==> src/rtl/ble_packet_deframer.sv <==
// BLE bit-stream deframer: access-address search with Hamming tolerance, optional
// dewhitening, header/length/payload byte extraction and CRC24 check.
module ble_packet_deframer #(
    parameter int          MAX_ERR  = 1,
    parameter int          MAX_LEN  = 37,
    parameter logic [23:0] CRC_INIT = 24'h555555
) (
    input  logic        clk,
    input  logic        rst,
    input  logic        en,
    input  logic        update,
    input  logic        data_in,
    input  logic [31:0] access_addr,
    input  logic        dewhiten_en,
    input  logic [5:0]  chan_idx,
    output logic        busy,
    output logic        pkt_start,
    output logic [7:0]  byte_out,
    output logic        byte_valid,
    output logic [7:0]  pkt_len,
    output logic        pkt_done,
    output logic        crc_ok,
    output logic        len_err
);

    typedef enum logic [1:0] {IDLE, HEADER, PAYLOAD, CRC} state_t;

    localparam logic [7:0] MAX_LEN_B = 8'(MAX_LEN);
    localparam logic [5:0] MAX_ERR_C = 6'(MAX_ERR);

    state_t      state, state_n;
    logic        update_d;
    logic [31:0] aa_sr, aa_n, aa_shift;
    logic [6:0]  w, w_n, w_step;
    logic [23:0] crc, crc_n, crc_step, crc_rx, crc_rx_n;
    logic [7:0]  shift_sr, shift_n, byte_full;
    logic [2:0]  bit_cnt, bit_cnt_n;
    logic [7:0]  byte_cnt, byte_cnt_n;
    logic        hdr_idx, hdr_idx_n;
    logic [4:0]  crc_cnt, crc_cnt_n;
    logic        busy_n, pkt_start_n, byte_valid_n, pkt_done_n, crc_ok_n, len_err_n;
    logic [7:0]  byte_out_n, pkt_len_n;
    logic        take, b, aa_hit;

    function automatic logic [5:0] popcount32(input logic [31:0] v);
        logic [5:0] c;
        c = '0;
        for (int i = 0; i < 32; i++) c = c + {5'b0, v[i]};
        return c;
    endfunction

    assign take      = update & ~update_d;
    assign b         = data_in ^ (dewhiten_en & w[6]);
    assign aa_shift  = {data_in, aa_sr[31:1]};
    assign aa_hit    = popcount32(aa_shift ^ access_addr) <= MAX_ERR_C;
    assign byte_full = {b, shift_sr[7:1]};
    assign w_step    = {w[5], w[4], w[3] ^ w[6], w[2], w[1], w[0], w[6]};
    assign crc_step  = {crc[22:0], 1'b0} ^ ((crc[23] ^ b) ? 24'h00065B : 24'h000000);

    always_ff @(posedge clk or negedge rst) begin
        if (!rst) state <= IDLE;
        else      state <= state_n;
    end

    always_comb begin
        state_n      = state;
        aa_n         = aa_sr;
        w_n          = w;
        crc_n        = crc;
        crc_rx_n     = crc_rx;
        shift_n      = shift_sr;
        bit_cnt_n    = bit_cnt;
        byte_cnt_n   = byte_cnt;
        hdr_idx_n    = hdr_idx;
        crc_cnt_n    = crc_cnt;
        busy_n       = busy;
        byte_out_n   = byte_out;
        pkt_len_n    = pkt_len;
        crc_ok_n     = crc_ok;
        pkt_start_n  = 1'b0;
        byte_valid_n = 1'b0;
        pkt_done_n   = 1'b0;
        len_err_n    = 1'b0;

        // Disable wins over any bit arriving in the same cycle and aborts silently
        if (!en) begin
            state_n = IDLE;
            aa_n    = '0;
            busy_n  = 1'b0;
        end else if (take) begin
            case (state)
                IDLE: begin
                    aa_n = aa_shift;
                    if (aa_hit) begin
                        state_n     = HEADER;
                        aa_n        = '0;
                        pkt_start_n = 1'b1;
                        busy_n      = 1'b1;
                        crc_ok_n    = 1'b0;
                        w_n         = {chan_idx[0], chan_idx[1], chan_idx[2],
                                       chan_idx[3], chan_idx[4], chan_idx[5], 1'b1};
                        crc_n       = CRC_INIT;
                        bit_cnt_n   = '0;
                        byte_cnt_n  = '0;
                        hdr_idx_n   = 1'b0;
                        crc_cnt_n   = '0;
                    end
                end
                HEADER, PAYLOAD: begin
                    w_n       = w_step;
                    crc_n     = crc_step;
                    shift_n   = byte_full;
                    bit_cnt_n = bit_cnt + 3'd1;
                    if (bit_cnt == 3'd7) begin
                        byte_out_n   = byte_full;
                        byte_valid_n = 1'b1;
                        if (state == HEADER) begin
                            if (!hdr_idx) begin
                                hdr_idx_n = 1'b1;
                            end else begin
                                pkt_len_n = byte_full;
                                // Oversized length: report and drop without waiting for a CRC
                                if (byte_full > MAX_LEN_B) begin
                                    len_err_n  = 1'b1;
                                    pkt_done_n = 1'b1;
                                    crc_ok_n   = 1'b0;
                                    busy_n     = 1'b0;
                                    aa_n       = '0;
                                    state_n    = IDLE;
                                end else if (byte_full == 8'd0) begin
                                    state_n = CRC;
                                end else begin
                                    byte_cnt_n = '0;
                                    state_n    = PAYLOAD;
                                end
                            end
                        end else begin
                            byte_cnt_n = byte_cnt + 8'd1;
                            if (byte_cnt + 8'd1 == pkt_len) state_n = CRC;
                        end
                    end
                end
                CRC: begin
                    w_n       = w_step;
                    crc_rx_n  = {crc_rx[22:0], b};
                    crc_cnt_n = crc_cnt + 5'd1;
                    if (crc_cnt == 5'd23) begin
                        crc_ok_n   = ({crc_rx[22:0], b} == crc);
                        pkt_done_n = 1'b1;
                        busy_n     = 1'b0;
                        aa_n       = '0;
                        state_n    = IDLE;
                    end
                end
                default: state_n = IDLE;
            endcase
        end
    end

    always_ff @(posedge clk or negedge rst) begin
        if (!rst) begin
            update_d   <= 1'b0;
            aa_sr      <= '0;
            w          <= '0;
            crc        <= '0;
            crc_rx     <= '0;
            shift_sr   <= '0;
            bit_cnt    <= '0;
            byte_cnt   <= '0;
            hdr_idx    <= 1'b0;
            crc_cnt    <= '0;
            busy       <= 1'b0;
            pkt_start  <= 1'b0;
            byte_out   <= '0;
            byte_valid <= 1'b0;
            pkt_len    <= '0;
            pkt_done   <= 1'b0;
            crc_ok     <= 1'b0;
            len_err    <= 1'b0;
        end else begin
            update_d   <= update;
            aa_sr      <= aa_n;
            w          <= w_n;
            crc        <= crc_n;
            crc_rx     <= crc_rx_n;
            shift_sr   <= shift_n;
            bit_cnt    <= bit_cnt_n;
            byte_cnt   <= byte_cnt_n;
            hdr_idx    <= hdr_idx_n;
            crc_cnt    <= crc_cnt_n;
            busy       <= busy_n;
            pkt_start  <= pkt_start_n;
            byte_out   <= byte_out_n;
            byte_valid <= byte_valid_n;
            pkt_len    <= pkt_len_n;
            pkt_done   <= pkt_done_n;
            crc_ok     <= crc_ok_n;
            len_err    <= len_err_n;
        end
    end

endmodule

==> config.mk <==
export PLATFORM = sky130hd
export DESIGN_NAME = ble_packet_deframer
export DESIGN_NICKNAME = d
export VERILOG_FILES = /design/src/rtl/ble_packet_deframer.sv
export SDC_FILE = /design/constraint.sdc
export NUM_CORES = 1
export LEC_CHECK = 0
export BUFFER_PORTS_ARGS = -buffer_cell sky130_fd_sc_hd__clkbuf_2
export CAP_MARGIN = 40
export CORE_MARGIN = 1
export CORE_UTILIZATION = 54
export DETAILED_ROUTE_END_ITERATION = 16
export PLACE_DENSITY_LB_ADDON = 0.25
export SLEW_MARGIN = 20
export SYNTH_ARGS = -nofsm -noshare
export SYNTH_HDL_FRONTEND = slang
export SYNTH_SLANG_ARGS = --single-unit
==> constraint.sdc <==
create_clock -name clk -period 6.2 [get_ports clk]
set_clock_uncertainty 0.05 [all_clocks]
set_input_delay 0.62 -clock clk [delete_from_list [all_inputs] [get_ports clk]]
set_output_delay 0.62 -clock clk [all_outputs]
set_load 0.005 [all_outputs]
# After elaboration in Yosys (flattened, before gate mapping)
# Cells that the tools add are included.
# word_totals
regBits	136
elab_cells	177
# op_classes
add_sub_neg	34
magnitude_cmp	2
eq_ne	25
muxes	70
n_bitwise	8
n_reduce_logical	19
# ops
operator	count
$mux W32	8
$add A6 B1 Y6	26
$pmux W32 S3	1
$mux W8	6
$pmux W24 S2	1
$xor A32 B32 Y32	1
$mux W1	31
$ne A3 B3 Y1 const B	9
$eq A24 B24 Y1	1
$mux W24	1
$reduce_and A6 Y1	4
$xor A24 B11 Y24	1
$mux W2	9
$pmux W8 S2	1
$reduce_and A8 Y1	2
$pmux W7 S2	1
$ne A2 B2 Y1 const B	6
$reduce_and A4 Y1	3
$mux W11	1
$pmux W5 S2	1
$reduce_and A3 Y1	3
$add A8 B1 Y8 const B	1
$eq A8 B8 Y1	1
$gt A8 B6 Y1 const B	1
30 further kinds	38

# Longest topological paths before layout
# logic_depth
ltp_word	37
depth_mapped	23

# Least setup slack after synthesis
# OpenSTA, ideal clock, no wires.
# synth_path
kind	input port to flip-flop
from	in access_addr[17]
to	reg state[1]
setup_ns	0.069
arrival_time_ns	6.045
required_time_ns	6.081
setup_slack_ns	0.037
path_stages	20
n_path_buf	0
cell_sequence	xor2_1 fa_1 inv_1 fa_1 inv_1 fa_1 fa_1 inv_1 fa_1 fa_1 inv_1 ha_1 inv_1 fa_1 nor3b_2 a211oi_2 or4b_4 nor3_2 or4b_1 nand3_1
# synth_via
elab_chain_cells	19
# synth_rtl
item	line	text
start: declaration	13	input logic [31:0] access_addr,
$xor A32 B32 Y32	55	assign aa_hit = popcount32(aa_shift ^ access_addr) <= MAX_ERR_C;
$add A6 B1 Y6 (15 in a row)	48	for (int i = 0; i < 32; i++) c = c + {5'b0, v[i]};
$le A6 B1 Y1	55	
$ne A3 B3 Y1 (no source line)	-	
$reduce_and A6 Y1 (no source line)	-	
end signal: assignment	62	else state <= state_n;
end: declaration	31	state_t state, state_n;
# No other way between the ends.
# A chain may end at the register's enable or synchronous reset.

# Worst setup path after layout
# layout_path
from	reg aa_sr[18]
to	reg state[1]
# layout_via
elab_chain_cells	19
# layout_rtl
item	line	text
start: declaration	33	logic [31:0] aa_sr, aa_n, aa_shift;
start signal: assignment	182	aa_sr <= aa_n;
$xor A32 B32 Y32	55	
$add A6 B1 Y6 (15 in a row)	48	
$le A6 B1 Y1	55	
$ne A3 B3 Y1 (no source line)	-	
$reduce_and A6 Y1 (no source line)	-	
# No other way between the ends.

==> results.toml <==
[outcome]
status = "finished, final reports clean"

[synthesis]
synthesis.area_mm2 = 0.00730
yosys.area_share.simple_pct = 14.9
synth_edf_count = 0
avgSynthCellArea_um2 = 10.2
synth_top_area_share_pct = 45.9
syn-num-nets = 801
ys_async_sr_fraction_pct = 100
yosys.area.top_type = "dfrtp_1"
synthAdderAreaFrac_pct = 9.32
synth_area_leaders = "dfrtp_1 (46%), mux2_2 (7.1%), fa_1 (6.6%), xor2_1 (5.6%), nand2_1 (5.1%)"
synth_top_family_by_area = "simple AND/OR/NAND/NOR gates"
synth.mux.area_fraction_pct = 8.05
synthDistinctLibCells = 52
ys_top_cells_by_count = "dfrtp_1 (134), nand2_1 (99), o21ai_0 (60), nand3_1 (55), xor2_1 (47)"
ys_seq_elements = 134
synth_most_common_cell = "dfrtp_1"
synth-main-ff-cell = "dfrtp_1"
synthXorXnorAreaFrac_pct = 8.76
ys_warn_count = 0
synth_seq_area_share_pct = 45.9
synthCells = 717
synth-compound-area-share_pct = 9.20

[grt]
grt_overflow = 0
grt_max_degree = 58
gr-usage-all-layers_pct = 24.1
antenna_found_initial = 0
grt_pass1_wl_um = 26300
grt_pass1_vias = 5360

[power]
leakage_nw = 4.29
vdd_drop_max_v = 0.000277
power.density_mw_per_mm2 = 418

[timing]
fin_crit_ns = 6.05
setup_viol = 0
fin_ws_ns = 0.154
relSlewSlack_pct = 46.2
holdWs_ns = 0.191
finalCritPeriodShare_pct = 97.5
timing.fmax_mhz = 165
finalSetupTns_ns = 0
hold_violations = 0
max_slew.worst_pin.slew_ns = 0.804
slew_violations = 0

[placement]
dp_slack_ns = -0.290
io_buffers = 65
gp_congestion = 0.806
hpwl_um = 10900
placed_cell_area_mm2 = 0.00792

[hold_path]
holdCritPathClass = "in -> async"

[layout]
nNetsFinal = 870
post-route-cell-area_mm2 = 0.00865
antennaDiodeCount = 0
area_growth_pct = 18.5
final_layout_size_suffix_gt1_share_pct = 23.2

[cts]
cts_root_buf = "clkbuf_16"
cts.clk_slew.worst_paths_ns = 0.06
cts_buffers = 17
clk_latency_ns = 0.42
cts_max_level = 4
clockBufferDepth = 2
cts_tree = "yes"
clock_sinks = 134

[worst_setup_path]
crit_fanout = 3
crit_type = "reg -> reg"
end_kind = "flop"
cp.arrival_ns = 6.34
cp-start-kind = "flop"
cp_data_required_time_ns = 6.50

[die]
fp.dieH_um = 118
dieArea_mm2 = 0.0140
die_w_um = 118
initial_utilization_pct = 55.4
core_area_mm2 = 0.0132
ios = 66
rows = 42

[drt]
postRouteAntennaNets = 0
drc = 0
routed_wl_um = 15600
drt_iter0_drc = 345
firstDrtPassIters = 6
post_drt_wl_per_cell_um = 16.0
viasPerCell = 5.53
via_count = 5391

[flow_run]
max_cap_viol_count = 0
layout make-up:
| type | instances | area, um^2 |
|---|---|---|
| clock buffer | 17 | 425 |
| inverter | 35 | 131 |
| sequential | 134 | 3350 |
| fill | 1017 | 4540 |
| multi-input combinational | 511 | 3720 |
| timing repair buffer | 87 | 553 |
| tap | 176 | 220 |
| clock inverter | 15 | 250 |
cells in the final DEF, fill, tap and decap left out, drive strengths merged, types with 2 or more instances in the layout:
cell | Yosys | layout
o211ai | 5 | 5
o21ai | 60 | 60
o31ai | 6 | 6
mux2i | 7 | 7
o41ai | 2 | 2
nand2 | 99 | 99
nor2 | 34 | 34
nand4 | 9 | 9
o22ai | 2 | 2
or4b | 2 | 2
fa | 24 | 24
and3 | 3 | 3
nand4b | 2 | 2
a211o | 3 | 3
a21oi | 16 | 16
nand3 | 55 | 55
dfrtp | 134 | 134
clkinvlp | 0 | 3
bufinv | 0 | 6
nor2b | 5 | 5
buf | 13 | 23
mux2 | 46 | 46
xor2 | 47 | 47
nand2b | 4 | 4
a22o | 4 | 4
nor4 | 7 | 7
clkbuf | 24 | 81
nor3 | 7 | 7
clkinv | 1 | 4
or2 | 2 | 2
xnor2 | 26 | 26
a31oi | 5 | 5
inv | 34 | 37
ha | 16 | 16
worst paths after layout:
check,start,endpoint,slack (ns),cells after the start
min in group clk,update,update_d,0.29,1
worst max register to register,aa_sr[18],state[1],0.15,19
worst min-delay path,rst,aa_sr[18],0.19,1
worst max-delay path,aa_sr[18],state[1],0.15,19
worst min register to register,byte_out[0],byte_out[0],0.46,1
max in group asynchronous,rst,crc_rx[0],4.64,3
sequential cells by signal, indices dropped and copies added (netlist names), 5 cells and up:
register and count:
crc 24, aa_sr 31, crc_rx 23, pkt_len 8, shift_sr 7, w 7
byte_out 8, byte_cnt 8, crc_cnt 5
per-layer routing:
layer  part of all wire, %  GRT usage, %  vias to the layer above
li1                      -             -                     2580
met1                    46          32.2                     2662
met2                    49          39.3                      132
met3                   3.9          4.15                       17
met4                   1.5          8.97                        0
met5                     0             0                        -
cells by family (layout without fill, tap and decap cells):
logic type,after synthesis,after routing
AOI/OAI and AO/OA,112,112
xor gates and xnor gates,73,73
and+or+nand+nor,233,233
muxes,53,53
buffers and inverters,72,154
adders and majority gates,40,40
DFF,134,134
power breakdown:
part | leakage, nW | switching, mW | internal, mW
clock | 0.322 | 0.390 | 0.758
sequential | 1.85 | 0.0772 | 0.954
combinational | 2.12 | 0.811 | 0.625
total | 4.29 | 1.28 | 2.34
critical path, cell delays in order, from the launching register on:
cell and delay (ns):
dfrtp_1 0.40, xor2_1 0.17, fa_1 0.54, inv_1 0.06, fa_1 0.54, inv_1 0.06, fa_1 0.47, fa_1 0.50
inv_1 0.05, fa_1 0.50, fa_1 0.42, inv_1 0.07, ha_1 0.17, inv_1 0.06, fa_2 0.54, a31oi_2 0.11
or4b_4 0.57, nor3_4 0.14, or4b_4 0.47, nand3_1 0.08
repair_timing:
action | CTS | global route
endpoints found under the setup margin | 1 | 34
hold buffers | 0 | 0
pin swaps | 1 | 6
buffers inserted | 1 | 1
resized for setup | 2 | 5
hold endpoints to repair | 0 | 0
per-stage QoR:
stage               utilization [%]  power [mW]  std cells
global route                   65.6        3.85        975
global placement               59.5        2.33        937
finish                         65.6        3.61        975
floorplan                         -        1.97        717
CTS                            65.3        3.61        974
detailed placement             60.1        2.43        941
(Power assumes the default switching activity.)
